### src/rtl/button_event_reader_if.sv
// Event stream from button_event_reader to the application consumer.
// Carries the FIFO head (valid/data) downstream and the accept strobe upstream.
// The master side (reader) holds ev_data stable while ev_valid && !ev_ready.
interface button_event_reader_if;
  logic       ev_valid;
  logic       ev_ready;
  logic [4:0] ev_data;

  modport master (output ev_valid, output ev_data, input ev_ready);
  modport slave  (input ev_valid, input ev_data, output ev_ready);
endinterface

### src/rtl/button_event_reader.sv
// Debounces eight active-low buttons and emits press/long/repeat/release events into a show-ahead FIFO.
// Latency: stable flip on tick t -> btn_state and pending bit at t+1 -> ev_valid at t+2 (empty FIFO).
// Backpressure: FIFO holds head while ev_ready=0; a push into a full FIFO without a pop is dropped and flags overflow.
module button_event_reader #(
  parameter int TICK_DIV       = 8000,
  parameter int DEBOUNCE_TICKS = 20,
  parameter int LONG_TICKS     = 500,
  parameter int REPEAT_TICKS   = 100,
  parameter int FIFO_DEPTH     = 8
) (
  input  logic                         clk,
  input  logic                         rst_n,
  input  logic [7:0]                   nbtn,
  output logic [7:0]                   btn_state,
  output logic                         overflow,
  input  logic                         ovf_clr,
  button_event_reader_if.master        ev
);
  localparam int TW = $clog2(TICK_DIV);
  localparam int DW = $clog2(DEBOUNCE_TICKS);
  localparam int HW = $clog2(LONG_TICKS + 1);
  localparam int RW = $clog2(REPEAT_TICKS + 1);
  localparam int AW = $clog2(FIFO_DEPTH);

  localparam logic [TW-1:0] TICK_LAST = TW'(TICK_DIV - 1);
  localparam logic [DW-1:0] DEB_LAST  = DW'(DEBOUNCE_TICKS - 1);
  localparam logic [HW-1:0] LONG_V    = HW'(LONG_TICKS);
  localparam logic [RW-1:0] REP_V     = RW'(REPEAT_TICKS);

  typedef enum logic [1:0] {S_IDLE, S_PRESSED, S_REPEAT} bstate_t;

  logic [7:0]    sync1, sync2, raw;
  logic [TW-1:0] tcnt;
  logic          tick;

  logic [7:0]    stable_q, stable_d;
  bstate_t       st_q   [8];
  bstate_t       st_d   [8];
  logic [DW-1:0] dcnt_q [8];
  logic [DW-1:0] dcnt_d [8];
  logic [HW-1:0] hold_q [8];
  logic [HW-1:0] hold_d [8];
  logic [RW-1:0] rep_q  [8];
  logic [RW-1:0] rep_d  [8];

  // Pending bit 4*i+type; type order press, long, repeat, release matches ev_data[4:3].
  logic [31:0]   pend_q, pend_set, pend_clr;
  logic [4:0]    scan_sel;
  logic          push_vld;
  logic [4:0]    push_dat;

  logic [4:0]    mem [FIFO_DEPTH];
  logic [AW:0]   wr_ptr, rd_ptr;
  logic          empty, full, pop, push, drop;

  // Two-flop synchroniser; reset value is the released level.
  always_ff @(posedge clk or negedge rst_n) begin
    if (!rst_n) begin
      sync1 <= '1;
      sync2 <= '1;
    end else begin
      sync1 <= nbtn;
      sync2 <= sync1;
    end
  end
  assign raw = ~sync2;

  // Free-running tick divider, one-cycle tick on the last count.
  always_ff @(posedge clk or negedge rst_n) begin
    if (!rst_n) tcnt <= '0;
    else        tcnt <= tick ? '0 : tcnt + 1'b1;
  end
  assign tick = (tcnt == TICK_LAST);

  // Debounce and per-button event FSM next-state; release wins over long/repeat on the same tick.
  always_comb begin
    logic [HW-1:0] hold_inc;
    logic [RW-1:0] rep_inc;
    stable_d = stable_q;
    pend_set = '0;
    hold_inc = '0;
    rep_inc  = '0;
    for (int i = 0; i < 8; i++) begin
      st_d[i]   = st_q[i];
      dcnt_d[i] = dcnt_q[i];
      hold_d[i] = hold_q[i];
      rep_d[i]  = rep_q[i];
      if (tick) begin
        if (raw[i] == stable_q[i]) begin
          dcnt_d[i] = '0;
        end else if (dcnt_q[i] == DEB_LAST) begin
          dcnt_d[i]   = '0;
          stable_d[i] = raw[i];
        end else begin
          dcnt_d[i] = dcnt_q[i] + 1'b1;
        end
        hold_inc = (hold_q[i] == LONG_V) ? hold_q[i] : hold_q[i] + 1'b1;
        rep_inc  = (rep_q[i] == REP_V) ? rep_q[i] : rep_q[i] + 1'b1;
        unique case (st_q[i])
          S_IDLE: begin
            if (stable_d[i]) begin
              st_d[i]         = S_PRESSED;
              hold_d[i]       = '0;
              pend_set[4*i+0] = 1'b1;
            end
          end
          S_PRESSED: begin
            if (!stable_d[i]) begin
              st_d[i]         = S_IDLE;
              pend_set[4*i+3] = 1'b1;
            end else if (hold_inc == LONG_V) begin
              st_d[i]         = S_REPEAT;
              rep_d[i]        = '0;
              pend_set[4*i+1] = 1'b1;
            end else begin
              hold_d[i] = hold_inc;
            end
          end
          S_REPEAT: begin
            if (!stable_d[i]) begin
              st_d[i]         = S_IDLE;
              pend_set[4*i+3] = 1'b1;
            end else if (rep_inc == REP_V) begin
              rep_d[i]        = '0;
              pend_set[4*i+2] = 1'b1;
            end else begin
              rep_d[i] = rep_inc;
            end
          end
          default: st_d[i] = S_IDLE;
        endcase
      end
    end
  end

  // Per-button state, debounce counters and pending event bits.
  always_ff @(posedge clk or negedge rst_n) begin
    if (!rst_n) begin
      stable_q <= '0;
      pend_q   <= '0;
      for (int i = 0; i < 8; i++) begin
        st_q[i]   <= S_IDLE;
        dcnt_q[i] <= '0;
        hold_q[i] <= '0;
        rep_q[i]  <= '0;
      end
    end else begin
      stable_q <= stable_d;
      pend_q   <= (pend_q & ~pend_clr) | pend_set;
      for (int i = 0; i < 8; i++) begin
        st_q[i]   <= st_d[i];
        dcnt_q[i] <= dcnt_d[i];
        hold_q[i] <= hold_d[i];
        rep_q[i]  <= rep_d[i];
      end
    end
  end
  assign btn_state = stable_q;

  // Scanner: lowest set pending bit is the next event (button index first, then type).
  always_comb begin
    scan_sel = '0;
    for (int b = 31; b >= 0; b--) begin
      if (pend_q[b]) scan_sel = 5'(b);
    end
  end
  assign push_vld = |pend_q;
  assign pend_clr = push_vld ? (32'd1 << scan_sel) : '0;
  assign push_dat = {scan_sel[1:0], scan_sel[4:2]};

  assign empty = (wr_ptr == rd_ptr);
  assign full  = (wr_ptr[AW] != rd_ptr[AW]) && (wr_ptr[AW-1:0] == rd_ptr[AW-1:0]);
  assign pop   = !empty && ev.ev_ready;
  assign push  = push_vld && (!full || pop);
  assign drop  = push_vld && full && !pop;

  // Event FIFO storage, pointers and sticky overflow (a drop beats a same-cycle clear).
  always_ff @(posedge clk or negedge rst_n) begin
    if (!rst_n) begin
      wr_ptr   <= '0;
      rd_ptr   <= '0;
      overflow <= 1'b0;
      for (int i = 0; i < FIFO_DEPTH; i++) mem[i] <= '0;
    end else begin
      if (push) begin
        mem[wr_ptr[AW-1:0]] <= push_dat;
        wr_ptr              <= wr_ptr + 1'b1;
      end
      if (pop) rd_ptr <= rd_ptr + 1'b1;
      if (drop)         overflow <= 1'b1;
      else if (ovf_clr) overflow <= 1'b0;
    end
  end
  assign ev.ev_valid = !empty;
  assign ev.ev_data  = mem[rd_ptr[AW-1:0]];
endmodule

### src/flat_wrapper.sv
// flat-port wrapper written by rule: the top's interface ports become plain ports
module button_event_reader_flat 
#(
  parameter int TICK_DIV       = 8000,
  parameter int DEBOUNCE_TICKS = 20,
  parameter int LONG_TICKS     = 500,
  parameter int REPEAT_TICKS   = 100,
  parameter int FIFO_DEPTH     = 8
)
  (clk, rst_n, nbtn, btn_state, overflow, ovf_clr, ev_ev_valid, ev_ev_data, ev_ev_ready);
  button_event_reader_if ev_i ();
  input  logic clk;
  input  logic rst_n;
  input  logic [7:0] nbtn;
  output logic [7:0] btn_state;
  output logic overflow;
  input  logic ovf_clr;
  output wire logic [$bits(ev_i.ev_valid)-1:0] ev_ev_valid;
  output wire logic [$bits(ev_i.ev_data)-1:0] ev_ev_data;
  input wire logic [$bits(ev_i.ev_ready)-1:0] ev_ev_ready;
  assign ev_ev_valid = ev_i.ev_valid;
  assign ev_ev_data = ev_i.ev_data;
  assign ev_i.ev_ready = ev_ev_ready;
  button_event_reader #(.TICK_DIV(TICK_DIV), .DEBOUNCE_TICKS(DEBOUNCE_TICKS), .LONG_TICKS(LONG_TICKS), .REPEAT_TICKS(REPEAT_TICKS), .FIFO_DEPTH(FIFO_DEPTH)) u_core (.clk(clk), .rst_n(rst_n), .nbtn(nbtn), .btn_state(btn_state), .overflow(overflow), .ovf_clr(ovf_clr), .ev(ev_i));
endmodule
### config.mk
export PLATFORM = sky130hd
export DESIGN_NAME = button_event_reader_flat
export DESIGN_NICKNAME = d
export VERILOG_FILES = /design/src/rtl/button_event_reader_if.sv /design/src/rtl/button_event_reader.sv /design/src/flat_wrapper.sv
export SDC_FILE = /design/constraint.sdc
export NUM_CORES = 1
export LEC_CHECK = 0
export BUFFER_PORTS_ARGS = -buffer_cell sky130_fd_sc_hd__buf_4
export CORE_MARGIN = 2
export CORE_UTILIZATION = 64
export CTS_CLUSTER_DIAMETER = 30
export DETAILED_ROUTE_END_ITERATION = 8
export GPL_TIMING_DRIVEN = 0
export PLACE_DENSITY = 0.92
export SLEW_MARGIN = 20
export SYNTH_ARGS = -nofsm -noshare
export SYNTH_HDL_FRONTEND = slang
export SYNTH_SLANG_ARGS = --single-unit
export TNS_END_PERCENT = 30
### constraint.sdc
create_clock -name clk -period 3.2 [get_ports clk]
set_clock_uncertainty 0.2 [all_clocks]
set_input_delay 0.32 -clock clk [delete_from_list [all_inputs] [get_ports clk]]
set_output_delay 0.32 -clock clk [all_outputs]
set_load 0.01 [all_outputs]
# Word level (Yosys, flattened, before mapping)
# Index checks and enable logic that the tools add are counted.
[totals]
inputBits = 12
regBits = 302
word_cells = 575
out_inout_bits = 15
[classes]
shifts = 1
n_reduce_logical = 68
addsub = 27
mux = 298
magnitude_cmp = 3
eq_ne = 124
n_bitwise = 6
[op_table]
columns = ["cell", "n"]
rows = [
  ["9-bit two-way mux", 32],
  ["7-bit two-way mux", 40],
  ["5-bit two-way mux", 51],
  ["9-bit == test, second input constant", 16],
  ["9-bit case mux with 2 select lines", 8],
  ["7-bit == test, second input constant", 16],
  ["7-bit case mux with 2 select lines", 8],
  ["1-bit two-way mux", 106],
  ["2-bit inequality test, second input constant", 40],
  ["5-bit AND reduction", 16],
  ["9-bit by 1-bit adder with 9-bit output, second input constant", 8],
  ["2-bit two-way mux", 32],
  ["7-bit by 1-bit adder with 7-bit output, second input constant", 8],
  ["2-bit case mux with 3 select lines", 8],
  ["5-bit by 1-bit adder with 5-bit output, second input constant", 8],
  ["40-bit bitwise mux", 1],
  ["5-bit == test, second input constant", 8],
  ["2-bit nonzero test", 17],
  ["32-bit AND", 1],
  ["32-bit two-way mux", 1],
  ["4-bit two-way mux", 8],
  ["32-bit NOT", 1],
  ["32-bit bitwise OR", 1],
  ["4-bit AND reduction", 8],
  ["25 further kinds", 84],
]

# Depth between registers and ports, before layout
[logic_depth]
depth_word = 37
mapped_depth = 11
mapped_depth_nobuf = 9

# Worst setup path after synthesis
# No wires, ideal clock.
[synth_path]
path_kind = "register -> register"
from = "register u_core.hold_q[28] (netlist name)"
to = "register u_core.rep_q[26] (netlist name)"
period_less_slack_ps = 2894
t_arrival_ps = 2612
stages_incl_launch_ff = 10
t_required_ps = 2917
setup_time_ps = 83
path_buffers = 1
setup_slack_ps = 306
cell_sequence = "dfrtp_1 > ha_1 > buf_2 > nand3_1 > or3_1 > a2111oi_2 > o2111ai_1 > a211o_1 > or4_1 > o21ai_0"
[synth_between]
elab_chain_len = 5
word_cells_on_any_way = 6
classes_between = "1 x add/sub; 3 x eq/ne; 1 x mux; 1 x reduce/logical"
[synth_lines]
columns = ["element", "line", "rtl"]
rows = [
  ["start: declaration", "button_event_reader.sv:41", "logic [HW-1:0] hold_q [8];"],
  ["start signal: indexed assignment", "button_event_reader.sv:153", "hold_q[i] <= hold_d[i];"],
  ["9-bit by 1-bit adder with 9-bit output or 9-bit == test (tied branches)", "button_event_reader.sv:97", "hold_inc = (hold_q[i] == LONG_V) ? hold_q[i] : hold_q[i] + 1'b1;"],
  ["9-bit two-way mux (*)", "button_event_reader.sv:97", ""],
  ["9-bit == test (*)", "button_event_reader.sv:111", "end else if (hold_inc == LONG_V) begin"],
  ["2-bit by 1-bit inequality test with 1-bit output (no line) (*)", "n/a", ""],
  ["5-bit AND reduction (no line) (*)", "n/a", ""],
  ["end signal: indexed assignment", "button_event_reader.sv:154", "rep_q[i] <= rep_d[i];"],
  ["end: declaration", "button_event_reader.sv:43", "logic [RW-1:0] rep_q [8];"],
]
# Mark *: on every way between the ends. The rest lies on a longest branch, timed or not.
# A chain may end at the register's enable or synchronous reset.

# Worst setup path in the final report
[layout_path]
from = "register u_core.rep_q[42] (netlist name)"
to = "register u_core.rep_q[48] (netlist name)"
[layout_between]
elab_chain_len = 6
word_cells_on_any_way = 7
classes_between = "1 x add/sub; 2 x eq/ne; 4 x mux"
[layout_lines]
columns = ["element", "line", "rtl"]
rows = [
  ["7-bit by 1-bit adder with 7-bit output or 7-bit == test (tied branches)", "button_event_reader.sv:98", "rep_inc = (rep_q[i] == REP_V) ? rep_q[i] : rep_q[i] + 1'b1;"],
  ["7-bit two-way mux (*)", "button_event_reader.sv:98", ""],
  ["7-bit == test", "button_event_reader.sv:123", "end else if (rep_inc == REP_V) begin"],
  ["7-bit two-way mux (*)", "button_event_reader.sv:123", ""],
  ["7-bit two-way mux (*)", "button_event_reader.sv:120", "if (!stable_d[i]) begin"],
  ["7-bit case mux with 2 select lines (*)", "button_event_reader.sv:99", "unique case (st_q[i])"],
]
# Mark *: on every way between the ends. The rest lies on a longest branch, timed or not. The select of a mux whose other input is x is not followed.

==> metrics <==
status finished, violations left; failing checks negative setup slack; EDFF count, synth 0; htree depth 3; synth warn 0; # IOs 27; clk slew on worst S/H paths about 60 ps; layout filler cell count 1615; Final ANT Viol Nets 0; CTS Buf Count 67; grt ovf 0; most frequent cells in the layout dfrtp_1, nand2_1, o21ai_0; startpoint types flop; slowest CP cell a2111oi_0; mapped cell area 0.0182 mm^2; Final period util 1.05; syn_nets 2116; top_reg_cell synth dfrtp_1; met3 usage 0.0838; Synth-to-Final Area Change 20.2%; most used routing layer met2; RSZ-0062 raised after global routing yes; Hold Fails Final Rpt 0; HPWL reported at the end of detailed placement 31400 um; largest net degree at the start of global routing 95; PD cells roughly 510 mW/mm^2; Post-Synth Simple-Gate Area 0.229; die width 173 um; Core ar. 0.0279 mm^2; first-pass GRT wire length about 88000 um; Synth Area in XOR/XNOR 0.0298; Setup violations, final 3; FFs w/ async S/R, synth 1.00; FP Rows 61; CTS Sinks about 300; CP delay by family, top simple AND/OR/NAND/NOR gates; FF/Latch Area about 0.0076 mm^2; routability cong. 0.926; f_max between 200 and 300 MHz; M2 GR Usage 0.585; maximum vdd drop 0.000529 V; adder-cell area share of the yosys netlist 0.0459; hold_ws 32.7 ps; CTS root buf clkbuf_16; CTS tree done; Relative slew margins 0.339; Setup CP Type flop to flop; vias per cell 6.94; via count 17978; Synth cell types 78; critical-path cell list inv_1, ha_1, nor4bb_2, nand3_2, or3_1, a32oi_1, nor2_1, a2111oi_0, o21ai_0; Mapped Cells 2037; main combinational cell family by area after synthesis simple AND/OR/NAND/NOR gates; DR pass1 iterations 6; Buf/Inv on CP 1; Slew Viols, Final 0; Nets around 2200; Compound-Gate Fraction of Synth Area 0.185; sequential-to-total area share from yosys stat 0.415; Yosys reg bits between 300 and 400; CTS max path bufs 3; Die Ht approximately 170 um; Post-Syn Area per Cell between 8 and 9 um^2; Routed WL per cell about 21 um; multiplexer area fraction after synthesis 0.0564; I/O Buffers 26; DRC Markers 0; vias in the first global route between 15000 and 20000; layout cells sized above 1 0.145; post-layout util 0.785; 1st-iter DRT viols 2671; commonest non-fill, non-tap cell in the layout dfrtp_1; Routed WL 55600 um; MaxCap Viol Count 0; Final Critical Period 3360 ps; Initial Util 0.653; Total GRT Usage 0.354; initial antenna violation count 0; Worst-Skew Late Latency 580 ps; Min-Delay Path Class primary input to async pin; worst path required time 3420 ps; grt met1 use 0.425; Fin Setup TNS -258 ps; leakage power 9.36 nW; multi-input logic area 0.0103 mm^2; largest stage delay on the critical path slightly above 500 ps; die area about 0.03 mm^2; fin worst setup slack -159 ps; Critical Path Sink Type flop; arrival time at the worst endpoint 3580 ps; Worst-Margin Slew 992 ps; Max FO, Critical Path 6
[path summary, 6_finish.rpt]
path | cells after the start | to | from | slack [ps]
max in group asynchronous | 4 | u_core.pend_q[0] | rst_n | 1560
setup / recovery | 9 | u_core.rep_q[48] | u_core.rep_q[42] | -160
min in group clk | 0 | u_core.sync2[0] | u_core.sync1[0] | 150
setup reg to reg | 9 | u_core.rep_q[48] | u_core.rep_q[42] | -160
hold reg to reg | 0 | u_core.sync2[0] | u_core.sync1[0] | 150
hold / removal | 2 | u_core.rep_q[42] | rst_n | 30
[cell families after synthesis]
kind of cell | count (synthesis)
mux | 82
simple gates | 821
fa+ha+maj | 67
xor+xnor | 62
buf+inv | 187
compound gates | 516
flops | 302
[per-layer routing]
layer	vias to the layer above	wire length (um)	part of all wire
met5	-	0	0
met4	0	3510	0.063
met3	388	5690	0.10
met2	1349	26600	0.48
met1	8552	19800	0.36
li1	7689	-	-
[per-stage QoR]
step	setup slack [ps]	total power, mW	instance area [um^2]	cells
4_1_cts	-29.7	11.2	21700	2582
6_report	-159	11.2	21900	2590
3_3_place_gp	-1040	4.01	18900	2441
2_1_floorplan	306	3.92	18200	2037
3_5_place_dp	-352	4.03	19000	2444
5_1_grt	-139	11.5	21900	2588
[worst register-to-register path: cells and delay by family, from the launching register on]
kind / cells / cell delay, ps
buf+inv: 1 / 150
compound gates: 3 / 1000
fa+ha+maj: 1 / 160
simple gates: 4 / 1220
flops: 1 / 470
[cells in the mapped netlist (6+ instances only)]
| master | instances | area, um^2 |
|---|---|---|
| and4_1 | 9 | 78.8 |
| ha_1 | 67 | 838 |
| nand3_1 | 122 | 611 |
| or2_2 | 9 | 56.3 |
| a21oi_1 | 74 | 370 |
| a31oi_1 | 27 | 169 |
| inv_1 | 103 | 387 |
| mux4_2 | 10 | 225 |
| nand4_1 | 29 | 181 |
| a2111oi_0 | 7 | 61.3 |
| buf_2 | 8 | 40.0 |
| clkbuf_1 | 68 | 255 |
| and2_1 | 28 | 175 |
| nor3b_1 | 19 | 143 |
| o21ai_0 | 182 | 911 |
| mux2i_1 | 20 | 200 |
| o31ai_1 | 66 | 495 |
| o21a_1 | 7 | 52.6 |
| nor2b_1 | 20 | 125 |
| dfstp_2 | 16 | 420 |
| o22a_1 | 6 | 52.6 |
| nand2_1 | 239 | 897 |
| a22o_1 | 28 | 245 |
| a21o_1 | 18 | 135 |
| buf_1 | 7 | 26.3 |
| nor3_1 | 38 | 190 |
| nand3b_1 | 11 | 82.6 |
| and3_1 | 30 | 188 |
| o22ai_1 | 7 | 43.8 |
| o211ai_1 | 9 | 67.6 |
| mux2_2 | 47 | 529 |
| o41ai_1 | 11 | 96.3 |
| a211o_1 | 14 | 123 |
| or4_1 | 14 | 105 |
| or3_1 | 15 | 93.8 |
| nor4_1 | 20 | 125 |
| xnor2_1 | 26 | 228 |
| nor2_1 | 150 | 563 |
| dfrtp_1 | 286 | 7160 |
| xor2_1 | 36 | 315 |
| nand2b_1 | 31 | 194 |
| nor4bb_1 | 11 | 110 |
| nand4b_1 | 13 | 114 |
[state kept, by name, indices dropped and copies added, names as in the netlist, 13 cells and up]
signal / flops
u_core.dcnt_q: 40
u_core.hold_q: 72
u_core.mem: 40
u_core.pend_q: 32
u_core.rep_q: 56
u_core.st_q: 16
u_core.tcnt: 13
[cell type report]
class / instances / share of cell area
clock inverter: 38 / 0.0237
multi-input combinational: 1548 / 0.468
tap: 378 / 0.0216
buffer: 79 / 0.0151
antenna: 2 / 0.000228
timing repair buffer: 55 / 0.0233
inverter: 103 / 0.0176
sequential: 302 / 0.346
clock buffer: 85 / 0.0855
[report_power, final]
group,internal [mW],total (mW),leakage [nW],switching [mW]
clock network,4.90,7.26,1.14,2.36
logic,0.0334,0.127,4.07,0.0940
registers,3.85,3.86,4.15,0.00826
[what timing repair did]
action / 4_1_cts / 5_1_grt
buffers inserted: 4 / 10
setup endpoints to repair: 91 / 108
hold endpoints to repair: 208 / 0
pin swaps: 3 / 4
resized for setup: 28 / 49
hold buffers: 12 / 0
(Power assumes the default switching activity.)
